===== src/rtl/rice_core_divider_if.sv =====
// Issue-side request and result-beat bundle for the iterative divide unit.
// The issue stage uses the master modport and the divider uses the slave modport.
interface rice_core_divider_if #(
    parameter int XLEN      = 32,
    parameter int RF_ADDR_W = 5
);
    logic                 i_valid;
    logic                 o_ready;
    logic [1:0]           i_op;
    logic [XLEN-1:0]      i_rs1_value;
    logic [XLEN-1:0]      i_rs2_value;
    logic [RF_ADDR_W-1:0] i_rd;
    logic                 i_flush;
    logic                 o_valid;
    logic [RF_ADDR_W-1:0] o_rd;
    logic [XLEN-1:0]      o_rd_value;
    logic                 o_busy;

    modport master (
        output i_valid, i_op, i_rs1_value, i_rs2_value, i_rd, i_flush,
        input  o_ready, o_valid, o_rd, o_rd_value, o_busy
    );

    modport slave (
        input  i_valid, i_op, i_rs1_value, i_rs2_value, i_rd, i_flush,
        output o_ready, o_valid, o_rd, o_rd_value, o_busy
    );
endinterface


===== src/rtl/rice_core_divider.sv =====
// Radix-2 restoring DIV/DIVU/REM/REMU unit, one quotient bit per cycle.
// Optional RICE_CORE_DIV_EARLY_OUT_EN: divide-by-zero and signed overflow jump straight to DONE.
//
// state | meaning
// IDLE  | waiting for a request, o_ready high unless flushing
// CALC  | XLEN iterations, counter XLEN-1 down to 0
// DONE  | result beat presented for one cycle
module rice_core_divider #(
    parameter int XLEN      = 32,
    parameter int RF_ADDR_W = 5
) (
    input  logic                   i_clk,
    input  logic                   i_rst_n,
    rice_core_divider_if.slave     div_if
);
    localparam int CNT_W = $clog2(XLEN);

    typedef enum logic [1:0] {S_IDLE, S_CALC, S_DONE} state_t;

    state_t               state_q, state_d;
    logic [CNT_W-1:0]     cnt_q;
    logic [XLEN-1:0]      quo_q, rem_q, dsr_q, spec_res_q, res_q;
    logic [RF_ADDR_W-1:0] rd_q;
    logic                 is_rem_q, neg_quo_q, neg_rem_q, special_q;

    logic                 ready, busy, res_valid, accept;
    logic                 op_signed, op_rem, a_neg, b_neg;
    logic                 div_zero, overflow, special_in;
    logic [XLEN-1:0]      a_val, b_val, a_mag, b_mag, spec_val;
    logic [XLEN:0]        shifted, trial;
    logic                 fits;
    logic [XLEN-1:0]      quo_nx, rem_nx, quo_fin, rem_fin, calc_res;

    // Request decode
    always_comb begin
        a_val      = div_if.i_rs1_value;
        b_val      = div_if.i_rs2_value;
        op_signed  = ~div_if.i_op[0];
        op_rem     = div_if.i_op[1];
        a_neg      = op_signed & a_val[XLEN-1];
        b_neg      = op_signed & b_val[XLEN-1];
        a_mag      = a_neg ? -a_val : a_val;
        b_mag      = b_neg ? -b_val : b_val;
        div_zero   = (b_val == '0);
        overflow   = op_signed & (a_val == {1'b1, {(XLEN-1){1'b0}}}) & (b_val == '1);
        special_in = div_zero | overflow;
        if (div_zero) begin
            spec_val = op_rem ? a_val : '1;
        end else begin
            spec_val = op_rem ? '0 : a_val;
        end
    end

    assign accept = div_if.i_valid & ready;

    // One restoring step; the borrow bit of the trial subtraction decides the quotient bit
    always_comb begin
        shifted  = {rem_q, quo_q[XLEN-1]};
        trial    = shifted - {1'b0, dsr_q};
        fits     = ~trial[XLEN];
        rem_nx   = fits ? trial[XLEN-1:0] : shifted[XLEN-1:0];
        quo_nx   = {quo_q[XLEN-2:0], fits};
        quo_fin  = neg_quo_q ? -quo_nx : quo_nx;
        rem_fin  = neg_rem_q ? -rem_nx : rem_nx;
        calc_res = special_q ? spec_res_q : (is_rem_q ? rem_fin : quo_fin);
    end

    always_ff @(posedge i_clk or negedge i_rst_n) begin
        if (!i_rst_n) begin
            state_q <= S_IDLE;
        end else begin
            state_q <= state_d;
        end
    end

    always_comb begin
        state_d = state_q;
        case (state_q)
            S_IDLE: begin
                if (accept) begin
`ifdef RICE_CORE_DIV_EARLY_OUT_EN
                    state_d = special_in ? S_DONE : S_CALC;
`else
                    state_d = S_CALC;
`endif
                end
            end
            S_CALC: begin
                if (div_if.i_flush) begin
                    state_d = S_IDLE;
                end else if (cnt_q == '0) begin
                    state_d = S_DONE;
                end
            end
            S_DONE:  state_d = S_IDLE;
            default: state_d = S_IDLE;
        endcase
    end

    always_comb begin
        ready     = 1'b0;
        busy      = 1'b0;
        res_valid = 1'b0;
        case (state_q)
            S_IDLE: ready = ~div_if.i_flush;
            S_CALC: busy  = 1'b1;
            S_DONE: begin
                busy      = 1'b1;
                res_valid = ~div_if.i_flush;
            end
            default: busy = 1'b0;
        endcase
    end

    always_ff @(posedge i_clk or negedge i_rst_n) begin
        if (!i_rst_n) begin
            cnt_q      <= '0;
            quo_q      <= '0;
            rem_q      <= '0;
            dsr_q      <= '0;
            spec_res_q <= '0;
            res_q      <= '0;
            rd_q       <= '0;
            is_rem_q   <= 1'b0;
            neg_quo_q  <= 1'b0;
            neg_rem_q  <= 1'b0;
            special_q  <= 1'b0;
        end else if (accept) begin
            cnt_q      <= CNT_W'(XLEN - 1);
            quo_q      <= a_mag;
            rem_q      <= '0;
            dsr_q      <= b_mag;
            spec_res_q <= spec_val;
            rd_q       <= div_if.i_rd;
            is_rem_q   <= op_rem;
            neg_quo_q  <= a_neg ^ b_neg;
            neg_rem_q  <= a_neg;
            special_q  <= special_in;
`ifdef RICE_CORE_DIV_EARLY_OUT_EN
            if (special_in) begin
                res_q <= spec_val;
            end
`endif
        end else if (state_q == S_CALC && !div_if.i_flush) begin
            cnt_q <= cnt_q - CNT_W'(1);
            quo_q <= quo_nx;
            rem_q <= rem_nx;
            if (cnt_q == '0) begin
                res_q <= calc_res;
            end
        end
    end

    assign div_if.o_ready    = ready;
    assign div_if.o_busy     = busy;
    assign div_if.o_valid    = res_valid;
    assign div_if.o_rd       = rd_q;
    assign div_if.o_rd_value = res_q;

endmodule


===== src/flat_wrapper.sv =====
// flat-port wrapper written by rule: the top's interface ports become plain ports
module rice_core_divider_flat 
#(
    parameter int XLEN      = 32,
    parameter int RF_ADDR_W = 5
)
  (i_clk, i_rst_n, div_if_i_valid, div_if_i_op, div_if_i_rs1_value, div_if_i_rs2_value, div_if_i_rd, div_if_i_flush, div_if_o_ready, div_if_o_valid, div_if_o_rd, div_if_o_rd_value, div_if_o_busy);
  rice_core_divider_if #(.XLEN(XLEN), .RF_ADDR_W(RF_ADDR_W)) div_if_i ();
  input  logic i_clk;
  input  logic i_rst_n;
  input wire logic [$bits(div_if_i.i_valid)-1:0] div_if_i_valid;
  input wire logic [$bits(div_if_i.i_op)-1:0] div_if_i_op;
  input wire logic [$bits(div_if_i.i_rs1_value)-1:0] div_if_i_rs1_value;
  input wire logic [$bits(div_if_i.i_rs2_value)-1:0] div_if_i_rs2_value;
  input wire logic [$bits(div_if_i.i_rd)-1:0] div_if_i_rd;
  input wire logic [$bits(div_if_i.i_flush)-1:0] div_if_i_flush;
  output wire logic [$bits(div_if_i.o_ready)-1:0] div_if_o_ready;
  output wire logic [$bits(div_if_i.o_valid)-1:0] div_if_o_valid;
  output wire logic [$bits(div_if_i.o_rd)-1:0] div_if_o_rd;
  output wire logic [$bits(div_if_i.o_rd_value)-1:0] div_if_o_rd_value;
  output wire logic [$bits(div_if_i.o_busy)-1:0] div_if_o_busy;
  assign div_if_i.i_valid = div_if_i_valid;
  assign div_if_i.i_op = div_if_i_op;
  assign div_if_i.i_rs1_value = div_if_i_rs1_value;
  assign div_if_i.i_rs2_value = div_if_i_rs2_value;
  assign div_if_i.i_rd = div_if_i_rd;
  assign div_if_i.i_flush = div_if_i_flush;
  assign div_if_o_ready = div_if_i.o_ready;
  assign div_if_o_valid = div_if_i.o_valid;
  assign div_if_o_rd = div_if_i.o_rd;
  assign div_if_o_rd_value = div_if_i.o_rd_value;
  assign div_if_o_busy = div_if_i.o_busy;
  rice_core_divider #(.XLEN(XLEN), .RF_ADDR_W(RF_ADDR_W)) u_core (.i_clk(i_clk), .i_rst_n(i_rst_n), .div_if(div_if_i));
endmodule

===== config.mk =====
export PLATFORM = sky130hd
export DESIGN_NAME = rice_core_divider_flat
export DESIGN_NICKNAME = d
export VERILOG_FILES = /design/src/rtl/rice_core_divider_if.sv /design/src/rtl/rice_core_divider.sv /design/src/flat_wrapper.sv
export SDC_FILE = /design/constraint.sdc
export NUM_CORES = 1
export LEC_CHECK = 0
export BUFFER_PORTS_ARGS = -buffer_cell sky130_fd_sc_hd__buf_2
export CORE_ASPECT_RATIO = 0.9
export CORE_MARGIN = 1.5
export CORE_UTILIZATION = 45
export DETAILED_ROUTE_END_ITERATION = 12
export PLACE_DENSITY = 0.73
export SYNTH_ARGS = -nofsm -noshare
export SYNTH_HDL_FRONTEND = slang
export SYNTH_SLANG_ARGS = --single-unit

===== constraint.sdc =====
create_clock -name i_clk -period 12.2 [get_ports i_clk]
set_clock_uncertainty 0.1 [all_clocks]
set_input_delay 2.44 -clock i_clk [delete_from_list [all_inputs] [get_ports i_clk]]
set_output_delay 2.44 -clock i_clk [all_outputs]
set_load 0.01 [all_outputs]

# After elaboration in Yosys (flattened, before gate mapping)
# Cells that the tools add are included.
# Widths: inputs -> output; s select.
[classes] n_mux=23 reduce_logical=9 n_bitwise=11 n_addsub=6 n_eq_ne=6
[ops] operator="$mux 32" count=14
[ops] operator="$neg 32->32" count=4
[ops] operator="$eq 32x32->1 const B" count=2
[ops] operator="$sub 33x32->33" count=1
[ops] operator="$logic_not 32->1" count=1
[ops] operator="$mux 5" count=2
[ops] operator="$mux 2" count=3
[ops] operator="$and 1x1->1" count=5
[ops] operator="$logic_not 5->1" count=1
[ops] operator="$sub 5x1->5 const B" count=1
[ops] operator="$not 1->1" count=4
[ops] operator="$pmux 2 s2" count=1
[ops] operator="$mux 1" count=3
[ops] operator="$ne 3x2->1 const B" count=1
[ops] operator="$reduce_and 3->1" count=1
[ops] operator="$eq 2x1->1 const B" count=1
[ops] operator="$eq 2x2->1 const B" count=1
[ops] operator="$logic_not 2->1" count=1
[ops] operator="$ne 2x1->1 const B" count=1
[ops] operator="$reduce_and 2->1" count=1
[ops] operator="$reduce_bool 2->1" count=1
[ops] operator="$reduce_or 2->1" count=1
[ops] operator="$logic_and 1x1->1" count=1
[ops] operator="$logic_not 1->1" count=1
[ops] operator="2 further kinds" count=2
[word_totals] inputBits=75 reg_bits=176 word_cells=67 out_inout_bits=40

# Logic depth before layout (Yosys ltp)
[depth] ltp_word=6 depth_mapped=26 depth_no_buf=23

# Worst setup path before layout
# No wires, ideal clock.
[synth_timing] path_kind="input port to output port" from="input div_if_i_flush" to="output div_if_o_ready" path_buffers=0 required_time_ns=9.660 path_stages=1 path_slack_ns=6.992 t_arrival_ns=2.668 path_cell_list="nor2b_1"
[synth_between] elab_chain_cells=2
[synth_lines] element="from (decl)" line_no="flat_wrapper.sv:16" source="input wire logic [$bits(div_if_i.i_flush)-1:0] div_if_i_flush;"
[synth_lines] element="$not 1->1" line_no="rice_core_divider.sv:105" source="S_IDLE: ready = ~div_if.i_flush;"
[synth_lines] element="$mux 1" line_no="rice_core_divider.sv:104" source="case (state_q)"
[synth_lines] element="to (decl)" line_no="flat_wrapper.sv:17" source="output wire logic [$bits(div_if_i.o_ready)-1:0] div_if_o_ready;"
# Every way passes these cells.

# Final worst setup path
[layout_timing] from="register u_core.quo_q[31]" to="register u_core.res_q[30], in the netlist u_core.div_if.o_rd_value[30]"
[layout_between] elab_chain_cells=6 elab_cells_between_ends=9 cone_classes="add/sub (3); mux (5); bitwise (1)"
[layout_lines] element="from (decl)" line_no="rice_core_divider.sv:22" source="logic [XLEN-1:0] quo_q, rem_q, dsr_q, spec_res_q, res_q;"
[layout_lines] element="from (signal assigned)" line_no="rice_core_divider.sv:130" source="quo_q <= a_mag;"
[layout_lines] element="from (signal assigned)" line_no="rice_core_divider.sv:146" source="quo_q <= quo_nx;"
[layout_lines] element="$sub 33x32->33" line_no="rice_core_divider.sv:59" source="trial = shifted - {1'b0, dsr_q};"
[layout_lines] element="$mux 32 / $not 1->1 (equally long branches)" line_no="rice_core_divider.sv:61, rice_core_divider.sv:60"
[layout_lines] element="$neg 32->32 (on tied branches)" line_no="rice_core_divider.sv:64, rice_core_divider.sv:63"
[layout_lines] element="$mux 32 (on tied branches)" line_no="rice_core_divider.sv:64, rice_core_divider.sv:63"
[layout_lines] element="$mux 32 (*) (2 in series)" line_no="rice_core_divider.sv:65" source="calc_res = special_q ? spec_res_q : (is_rem_q ? rem_fin : quo_fin);"
[layout_lines] element="to (signal assigned)" line_no="rice_core_divider.sv:149" source="res_q <= calc_res;"
[layout_lines] element="to (decl)" line_no="rice_core_divider.sv:22"
# Mark *: on every way between the ends. The rest lies on a longest branch, timed or not.
# A chain may end at the register's enable or synchronous reset.

==> metrics.txt <==
status=completed; Max Fclk=179 MHz; crit-path leading delay family=simple AND/OR/NAND/NOR gates; Die ar.=30600 um2; largest area contributor in the netlist=dfrtp_1; clk sinks=176; CTS max path bufs=2; io pins=115; Setup Viol. Count Final=0; RePlAce Congestion=0.908; Tightest Hold Check Type=reg -> reg; RSZ-0062 raised after global routing=no; commonest cells in the netlist=nand2_1 (244), dfrtp_1 (176), nor2_1 (159); number of flops mapped to enable cells by yosys=0; nets@finish=1825; FF+latch count, synth=176; Global Route Usage Sum=26.4%; DRT antenna net count=0; Detailed Place HPWL=29100 um; Max Slew Vio Count=0; initial DRC count=1326; synth-to-layout area growth=10.3%; Die Height=166 um; area of the mapped netlist=13300 um2; Critical Path Source Type=flip-flop; Initial Utilization=45.9%; Post-Synthesis Cells=1665; CTS Hold Bufs=0; Power Total=0.00470 W; setup tns final=0 ns; worst rel slew slack=20.9%; # diodes=0; sequential area share after synthesis=33.1%; worst slew pin tran=1.18 ns; Congestion Overflow GR=0; antenna violations before repair=0; Clock Pin Slew Worst Setup and Hold Paths=0.07 ns; Bufs and invs on worst path=2; via count=12500; Avg Vias per Cell=5.92; Crit Path Class=reg -> reg; top post-synthesis cells by area=dfrtp_1 (33%), xnor2_1 (7.0%), nand2_1 (6.9%); period utilisation layout=45.9%; Power Density=320 nW/um2; Pre-antenna DRT Iters=5; vias in the first global route=11600; later-pin clock latency in the skew report=0.45 ns; Fill cells=2755; die width=184 um; Synth cell types=85; H-Tree Depth=4; Final Hold Fails=0; syn_nets=1783; Inserted Clock Buffers=17; worst setup margin=6.60 ns; mean post-synth cell area=7.99 um2; Port-buffer cells=114; WL final=39800 um; Synth Flop Type=dfrtp_1; TritonCTS clock tree=yes; Maximum Capacitance Violations=0; Rows=59; crit path DAT=5.82 ns; post-CTS resize count=0; first-pass GRT wire length=63800 um; Max FO, Critical Path=35; most frequent cell after synthesis=nand2_1; post-DR wirelength/cell=18.8 um; Syn. warnings=0; CORE AREA=29000 um2; asr flop ratio synth=100%; layout cells sized above 1=11.2%; post-synth top area share=33.1%; pre-CTS setup slack=6.40 ns; Slowest-stage cell, CP=inv_2; Leakage Power=6.31 nW; Peak supply drop=0.208 mV; drc violations=0; CP cell instances=inv_1 -> ha_1 -> fa_1 -> nand2b_1 -> a21oi_1 -> o21a_1 -> nor2_1 -> nor3_2 -> o21a_2 -> nor2_4 -> inv_2 -> ha_1 -> nand2_1 -> or3_1 -> nand2b_1 -> nor2_1 -> nor2_1 -> o31ai_1 -> xnor2_1 -> a221oi_1 -> o22ai_1; final critical-path required period=5.60 ns; pin count of the biggest net entering global routing=107; post-CTS setup buffers=0; critical path's largest stage delay=0.48 ns; cell mode on critical path=nor2_1; crit path capture type=flip-flop; root buf cell=clkbuf_16; required time worst endpoint=12.42 ns
## layout make-up
type                       count  area [um2]  area share [%]
clock buffer                  17         425            2.90
clock inverter                14         179            1.22
inverter                      85         319            2.17
multi-input combinational   1301        8180            55.8
sequential                   176        4400            30.0
tap                          396         495            3.38
timing repair buffer         126         667            4.54
## final timing paths
path	cells past startpoint	end	from	slack (ns)
setup / recovery	21	u_core.div_if.o_rd_value[30]	u_core.quo_q[31]	6.60
hold / removal	2	u_core.div_if.o_rd[0]	u_core.div_if.o_rd[0]	0.37
setup reg to reg	21	u_core.div_if.o_rd_value[30]	u_core.quo_q[31]	6.60
hold reg to reg	2	u_core.div_if.o_rd[0]	u_core.div_if.o_rd[0]	0.37
max in group asynchronous	2	u_core.quo_q[0]	i_rst_n	8.33
min in group asynchronous	1	u_core.dsr_q[8]	i_rst_n	1.96
## metal layers
metal	GRT usage [%]	wire, um	vias up
met5	0	0	-
met4	7.70	948	0
met3	3.95	2810	78
met2	40.0	17700	474
met1	38.8	18400	6008
li1	-	-	5968
## cells by family after synthesis
| group | after synthesis | synth area share, % |
|---|---|---|
| flip-flops | 176 | 33.1 |
| adder cells (fa/ha/maj) | 72 | 6.28 |
| AO/OA/AOI/OAI | 450 | 22.1 |
| multiplexers | 38 | 2.92 |
| XOR/XNOR | 151 | 9.94 |
| buffers and inverters | 188 | 5.51 |
| AND/OR/NAND/NOR | 590 | 20.1 |
## tightest hold or removal path: cells and delay by family, from the launching register on
kind             cells  cell delay, ns
DFF                  1            0.34
and+or+nand+nor      2            0.10
## per-stage QoR
| stage | hold WS [ns] | util (%) | cells | cell area, um2 |
|---|---|---|---|---|
| 3_3_place_gp | 0.356 | 48.5 | 2084 | 14100 |
| 2_1_floorplan | 0.342 | - | 1665 | 13300 |
| 6_report | 0.371 | 50.6 | 2115 | 14700 |
| 3_5_place_dp | 0.357 | 48.5 | 2084 | 14100 |
| 5_1_grt | 0.405 | 50.6 | 2115 | 14700 |
| 4_1_cts | 0.374 | 50.6 | 2115 | 14700 |
## registers in the layout, summed over array words and instances, names as in the netlist
signal,cells
u_core.quo_q,32
u_core.spec_res_q,32
u_core.special_q,1
u_core.div_if.o_rd,5
u_core.neg_rem_q,1
u_core.neg_quo_q,1
u_core.state_q,2
u_core.rem_q,32
u_core.dsr_q,32
u_core.is_rem_q,1
u_core.cnt_q,5
u_core.div_if.o_rd_value,32
## where the power goes
part	internal, W	leakage [nW]	total [W]	switching, W
logic	0.00115	3.80	0.00305	0.00190
registers	0.000797	2.22	0.00107	0.000272
clock network	0.000325	0.292	0.000581	0.000256
## cells in the final DEF, fill, tap and decap left out, types with 12 or more instances in the layout
cell | netlist | final
a211oi_1 | 35 | 35
a21o_1 | 15 | 15
a21oi_1 | 82 | 82
a31oi_1 | 45 | 45
and3_1 | 17 | 17
buf_2 | 12 | 113
buf_4 | 1 | 12
clkbuf_16 | 0 | 17
dfrtp_1 | 176 | 176
ha_1 | 42 | 42
inv_1 | 84 | 84
maj3_1 | 29 | 29
mux2i_1 | 32 | 32
nand2_1 | 244 | 243
nand2b_1 | 15 | 15
nand3_1 | 20 | 20
nand4_1 | 16 | 16
nor2_1 | 159 | 159
nor3_1 | 33 | 33
nor4_1 | 13 | 13
o21ai_0 | 122 | 122
o21ai_1 | 21 | 21
o22ai_1 | 12 | 12
o31ai_1 | 19 | 19
o41ai_1 | 12 | 12
or3_1 | 17 | 17
or4_1 | 15 | 15
xnor2_1 | 106 | 106
xor2_1 | 45 | 45
Note: power is estimated with default switching activity, not from simulation.
